**src/rtl/decode_pkg.sv**
```systemverilog
// Shared decode-bundle definitions: payload width, queue depth and field layout,
// so decode packing and backend unpacking agree on one set of offsets.
package decode_pkg;

    localparam int BW       = 266;
    localparam int DQ_DEPTH = 4;

    // Field widths, listed from the LSB end of the packed bundle upwards.
    localparam int BPID_W     = 4;
    localparam int DFLAG_W    = 1;
    localparam int INDIR_W    = 1;
    localparam int BPTAKEN_W  = 1;
    localparam int SEGR2_W    = 3;
    localparam int SEGR1_W    = 3;
    localparam int IDX_W      = 3;
    localparam int BASE_W     = 3;
    localparam int SR2_W      = 3;
    localparam int SR1_W      = 3;
    localparam int OPSIZE_W   = 2;
    localparam int IMM8_W     = 8;
    localparam int BPTGT_W    = 32;
    localparam int EIP_W      = 32;
    localparam int NEIP_W     = 32;
    localparam int IDXREN_W   = 1;
    localparam int BASEREN_W  = 1;
    localparam int SCALE_W    = 2;
    localparam int ISSIB_W    = 1;
    localparam int DISPSIZE_W = 2;
    localparam int IMMSIZE_W  = 2;
    localparam int DISP_W     = 32;
    localparam int IMM_W      = 32;
    localparam int CS_W       = 62;

    localparam int BPID_LSB     = 0;
    localparam int DFLAG_LSB    = BPID_LSB     + BPID_W;
    localparam int INDIR_LSB    = DFLAG_LSB    + DFLAG_W;
    localparam int BPTAKEN_LSB  = INDIR_LSB    + INDIR_W;
    localparam int SEGR2_LSB    = BPTAKEN_LSB  + BPTAKEN_W;
    localparam int SEGR1_LSB    = SEGR2_LSB    + SEGR2_W;
    localparam int IDX_LSB      = SEGR1_LSB    + SEGR1_W;
    localparam int BASE_LSB     = IDX_LSB      + IDX_W;
    localparam int SR2_LSB      = BASE_LSB     + BASE_W;
    localparam int SR1_LSB      = SR2_LSB      + SR2_W;
    localparam int OPSIZE_LSB   = SR1_LSB      + SR1_W;
    localparam int IMM8_LSB     = OPSIZE_LSB   + OPSIZE_W;
    localparam int BPTGT_LSB    = IMM8_LSB     + IMM8_W;
    localparam int EIP_LSB      = BPTGT_LSB    + BPTGT_W;
    localparam int NEIP_LSB     = EIP_LSB      + EIP_W;
    localparam int IDXREN_LSB   = NEIP_LSB     + NEIP_W;
    localparam int BASEREN_LSB  = IDXREN_LSB   + IDXREN_W;
    localparam int SCALE_LSB    = BASEREN_LSB  + BASEREN_W;
    localparam int ISSIB_LSB    = SCALE_LSB    + SCALE_W;
    localparam int DISPSIZE_LSB = ISSIB_LSB    + ISSIB_W;
    localparam int IMMSIZE_LSB  = DISPSIZE_LSB + DISPSIZE_W;
    localparam int DISP_LSB     = IMMSIZE_LSB  + IMMSIZE_W;
    localparam int IMM_LSB      = DISP_LSB     + DISP_W;
    localparam int CS_LSB       = IMM_LSB      + IMM_W;

    typedef logic [BW-1:0] bundle_t;

    // Queue operation in a cycle, encoded as {push, pop}.
    typedef enum logic [1:0] {
        OP_IDLE = 2'b00,
        OP_POP  = 2'b01,
        OP_PUSH = 2'b10,
        OP_BOTH = 2'b11
    } dq_op_e;

    function automatic logic [EIP_W-1:0] bundle_eip(input bundle_t b);
        return b[EIP_LSB +: EIP_W];
    endfunction

endpackage

```
**src/rtl/dq_ctrl.sv**
```systemverilog
// Pointer, occupancy and flush control for the decode queue; decides push/pop
// each cycle from registered state so d_stall never depends on rrstall.
module dq_ctrl
    import decode_pkg::*;
#(
    parameter int DEPTH = DQ_DEPTH
) (
    input  logic                       clk,
    input  logic                       rst,
    input  logic                       d_v,
    input  logic                       rrstall,
    input  logic                       flush,
    output logic                       push,
    output logic                       pop,
    output logic [$clog2(DEPTH)-1:0]   wr_ptr,
    output logic [$clog2(DEPTH)-1:0]   rd_ptr,
    output logic [$clog2(DEPTH):0]     count,
    output logic                       d_stall
);

    localparam int PW = $clog2(DEPTH);
    localparam logic [PW:0] FULL = (PW+1)'(DEPTH);

    dq_op_e op;

    assign d_stall = (count == FULL);
    assign push    = d_v & ~d_stall & ~flush;
    assign pop     = (count != '0) & ~rrstall & ~flush;
    assign op      = dq_op_e'({push, pop});

    // Flush wins over everything: wrong-path input is dropped and no pop is counted.
    always_ff @(posedge clk or posedge rst) begin
        if (rst) begin
            wr_ptr <= '0;
            rd_ptr <= '0;
            count  <= '0;
        end else if (flush) begin
            wr_ptr <= '0;
            rd_ptr <= '0;
            count  <= '0;
        end else begin
            case (op)
                OP_PUSH: begin
                    wr_ptr <= wr_ptr + 1'b1;
                    count  <= count + 1'b1;
                end
                OP_POP: begin
                    rd_ptr <= rd_ptr + 1'b1;
                    count  <= count - 1'b1;
                end
                OP_BOTH: begin
                    wr_ptr <= wr_ptr + 1'b1;
                    rd_ptr <= rd_ptr + 1'b1;
                end
                default: ;
            endcase
        end
    end

endmodule

```
**src/rtl/decode_queue.sv**
```systemverilog
// Decoupling FIFO between decode and the backend RR latch: registered storage
// with the oldest bundle presented combinationally from state, no bypass.
module decode_queue #(
    parameter int DEPTH = decode_pkg::DQ_DEPTH,
    parameter int BW    = decode_pkg::BW
) (
    input  logic                     clk,
    input  logic                     rst,
    input  logic                     d_v,
    input  logic [BW-1:0]            d_bundle,
    output logic                     d_stall,
    input  logic                     rrstall,
    input  logic                     flush,
    output logic                     o_v,
    output logic [BW-1:0]            o_bundle,
    output logic                     q_empty,
    output logic [$clog2(DEPTH):0]   q_count
);

    localparam int PW = $clog2(DEPTH);

    logic          push;
    logic          pop;
    logic [PW-1:0] wr_ptr;
    logic [PW-1:0] rd_ptr;
    logic [BW-1:0] mem [DEPTH];

    // Head advance is already reflected in rd_ptr; pop itself is not needed here.
    logic unused_pop;
    assign unused_pop = pop;

    dq_ctrl #(
        .DEPTH(DEPTH)
    ) u_ctrl (
        .clk     (clk),
        .rst     (rst),
        .d_v     (d_v),
        .rrstall (rrstall),
        .flush   (flush),
        .push    (push),
        .pop     (pop),
        .wr_ptr  (wr_ptr),
        .rd_ptr  (rd_ptr),
        .count   (q_count),
        .d_stall (d_stall)
    );

    // Clearing storage on reset makes o_bundle read zero straight out of reset.
    always_ff @(posedge clk or posedge rst) begin
        if (rst) begin
            for (int i = 0; i < DEPTH; i++) begin
                mem[i] <= '0;
            end
        end else if (push) begin
            mem[wr_ptr] <= d_bundle;
        end
    end

    assign o_bundle = mem[rd_ptr];
    assign o_v      = (q_count != '0);
    assign q_empty  = ~o_v;

endmodule

```
**config.mk**
```make
export PLATFORM = sky130hd
export DESIGN_NAME = decode_queue
export DESIGN_NICKNAME = d
export VERILOG_FILES = /design/src/rtl/decode_pkg.sv /design/src/rtl/dq_ctrl.sv /design/src/rtl/decode_queue.sv
export SDC_FILE = /design/constraint.sdc
export NUM_CORES = 2
export LEC_CHECK = 0
export BUFFER_PORTS_ARGS = -buffer_cell sky130_fd_sc_hd__buf_4
export CORE_MARGIN = 2
export CORE_UTILIZATION = 40
export DETAILED_ROUTE_END_ITERATION = 8
export HOLD_SLACK_MARGIN = 0.03
export PLACE_DENSITY = 0.61
export SLEW_MARGIN = 10
export SYNTH_ARGS = -nofsm -noshare
export SYNTH_HDL_FRONTEND = slang
export SYNTH_SLANG_ARGS = --single-unit
```
**constraint.sdc**
```tcl
create_clock -name clk -period 50.8 [get_ports clk]
set_input_delay 7.62 -clock clk [delete_from_list [all_inputs] [get_ports clk]]
set_output_delay 7.62 -clock clk [all_outputs]
set_load 0.02 [all_outputs]
```
==> flow_summary_export.csv <==
group,metric,value,unit
global_route,grt_pass1_vias,28900,
clocking,post-cts-setup-buffer-count,0,
floorplan,coreArea,117000,um2
power,peakVddDrop,0.0000325,V
status,status,"finished clean",
clocking,insertion_delay,0.71,ns
setup_path,cp_max_fo,61,
clocking,cts-buffers-inserted,115,
finish,regArea,26800,um2
setup_path,path_cells,"buf_4 -> buf_4 -> mux4_2 -> buf_4",
sta,worst_slack,38.90,ns
sta,maxSlewViolCount,0,
clocking,cts_htree_levels,3,
route,drc,0,
route,via_per_inst,5.31,
yosys,synth_edf_count,0,
sta,timing.setup.tns,0,ns
floorplan,start_util,0.405,
yosys,synth_area_leaders,"dfrtp_1 57%, mux2_1 23%, mux4_2 13%",
setup_path,startpoint_type,"flip-flop",
yosys,synthesis.nets,2923,
clocking,cts_resized,0,
min_path,whs_path_depth,1,
setup_path,critPathSlowestCell,"dfrtp_4",
setup_path,reg2reg_to,"mem[662]",
setup_path,crit_path_end_kind,"primary output",
flow_run,cap_violations,0,
sta,max_freq,84.0,MHz
finish,nFillCells,9822,
finish,final_common_cell,"dfrtp_1",
sta,period_minus_slack,11.90,ns
setup_path,cp_slowest_stage_delay,1.03,ns
route,drtPass1Iterations,4,
clocking,cts_hold_buf,0,
yosys,syn_area_per_cell,17.8,um2
yosys,synth_cell_types,38,
floorplan,die_y,347,um
finish,drive_above_1_share,0.353,
sta,worst_pin_slew,1.18,ns
sta,holdWs,0.483,ns
route,vias,25400,
placement,place.gp.congestion,0.742,
setup_path,crit_required,43.18,ns
setup_path,critPathTopFamily,"buffers and inverters",
floorplan,placementRows,125,
yosys,seq_area_frac_synth,0.568,
setup_path,path_buf_inv,3,
finish,most-common-layout-cells,"1069 x dfrtp_1, 960 x mux2_1, 563 x buf_4",
placement,post-dp-hpwl,70.6,mm
global_route,grt_use_total,0.185,
min_path,worstHoldStart,"mem[124]",
route,wire_per_inst,23.2,um
yosys,ys_warn_count,0,
clocking,cts_tree,"yes",
clocking,cts.sinks,1071,
yosys,synthCells,2647,
global_route,antenna_found_initial,18,
clocking,cts_buffer_depth,3,
min_path,hold-path-endpoint,"mem[124]",
route,ant_nets,0,
yosys,netlist_area,47200,um2
setup_path,cp-startpoint,"u_ctrl.rd_ptr[0]",
power,power_density,49.8,nW/um2
global_route,overflow,0,
floorplan,dieArea,121000,um2
floorplan,die_x,347,um
yosys,synth_top_cell_area_share,0.568,
sta,rsz0062_at_grt,"false",
sta,skew,0.0162,ns
clocking,cts_root_buf,"clkbuf_16",
sta,finalHoldViolCount,0,
yosys,yosysTopAreaCell,"dfrtp_1",
clocking,path_clk_slew,0.06,ns
sta,finalCritPeriodShare,0.234,
sta,finalSetupViolCount,0,
power,total_leakage_power,25.3,nW
setup_path,arrival,4.28,ns
finish,fin_nets,3427,
yosys,yosys_most_used_dff,"dfrtp_1",
min_path,hp-class,"reg2reg",
setup_path,reg2reg_setup_slack,46.36,ns
global_route,grt_max_degree,217,
route,drt-total-wl,111,mm
setup_path,cpMostUsedCell,"buf_4",
finish,multi_input_area,18400,um2
yosys,synthArstFlopShare,1.00,
global_route,grt_pass1_wl,174,mm
setup_path,r2r_start,"u_ctrl.count[0]",
setup_path,crit_type,"reg2out",
sta,max_slew_margin,0.205,
placement,numPortBuffers,542,
finish,syn_to_final_growth,17.9,%
route,drt-initial-drc-count,1054,
yosys,postSynthRegisterBits,1071,
floorplan,io_pins,543,
setup_path,ff2ff_path_depth,5,
placement,pre_cts_slack,39.42,ns
[area by class of cell]
class	count	area share
multi-input cells	1383	0.331
repair buffers	572	0.0794
inverters	8	0.000675
clock inverters	47	0.0115
diodes	9	0.000405
well taps	1524	0.0343
clock buffers	166	0.0612
flip-flops and latches	1071	0.482
[cells in the mapped netlist (4+ instances only)]
cell and count:
dfrtp_1 1071, mux2_1 960, mux4_2 266, mux2_2 104
buf_8 72, buf_2 51, buf_6 29, clkbuf_1 14
a21oi_1 8, buf_12 8, buf_4 8, inv_1 8
ha_1 4, nand3_1 4, nand3_4 4, o21ai_0 4
[registers in the layout (all words and copies together), names as in the netlist]
name and count:
mem 1064, u_ctrl.count 3, u_ctrl.rd_ptr 2, u_ctrl.wr_ptr 2
[cell families (layout without fill, tap and decap cells)]
family / count (synthesis) / in the layout / share of synthesized area
AOI/OAI and AO/OA: 22 / 22 / 0.00302
xor gates and xnor gates: 1 / 1 / 0.000186
adders and majority gates: 5 / 5 / 0.00149
buffers and inverters: 193 / 793 / 0.0419
DFF: 1071 / 1071 / 0.568
muxes: 1330 / 1330 / 0.381
other: 0 / 9 / 0
and+or+nand+nor: 25 / 25 / 0.00409
[worst max path at each step]
stage,depth (start not counted),endpoint,slack [ns]
2_1_floorplan,1,mem[0],13.03
3_3_place_gp,4,o_bundle[214],39.45
3_5_place_dp,6,mem[663],39.42
4_1_cts,4,o_bundle[214],38.69
5_1_grt,4,o_bundle[214],38.60
6_report,4,o_bundle[214],38.90
[stage by stage]
| stage | instances | area, um2 | total power (W) | util |
|---|---|---|---|---|
| 6_report | 4780 | 55600 | 0.00277 | 0.477 |
| 5_1_grt | 4779 | 55600 | 0.00291 | 0.477 |
| 4_1_cts | 4770 | 55600 | 0.00281 | 0.477 |
| 3_5_place_dp | 4557 | 51500 | 0.00192 | 0.442 |
| 3_3_place_gp | 4557 | 51500 | 0.00186 | 0.442 |
| 2_1_floorplan | 2647 | 47200 | 0.00166 | - |
[report_power, final]
group / leakage, nW / switching (W) / internal (W)
sequential: 13.5 / 0.000124 / 0.00110
combinational: 9.80 / 0.000311 / 0.000356
clock: 2.00 / 0.000344 / 0.000535
total: 25.3 / 0.000779 / 0.00199
[layer usage]
layer | GRT usage | wire (um) | up-vias
met4 | 0.0589 | 2680 | 18
met1 | 0.222 | 44200 | 13700
met5 | 0 | 120 | -
li1 | - | - | 10900
met2 | 0.318 | 56600 | 529
met3 | 0.0551 | 7480 | 162
No activity file was read; power rests on OpenSTA's default activity.
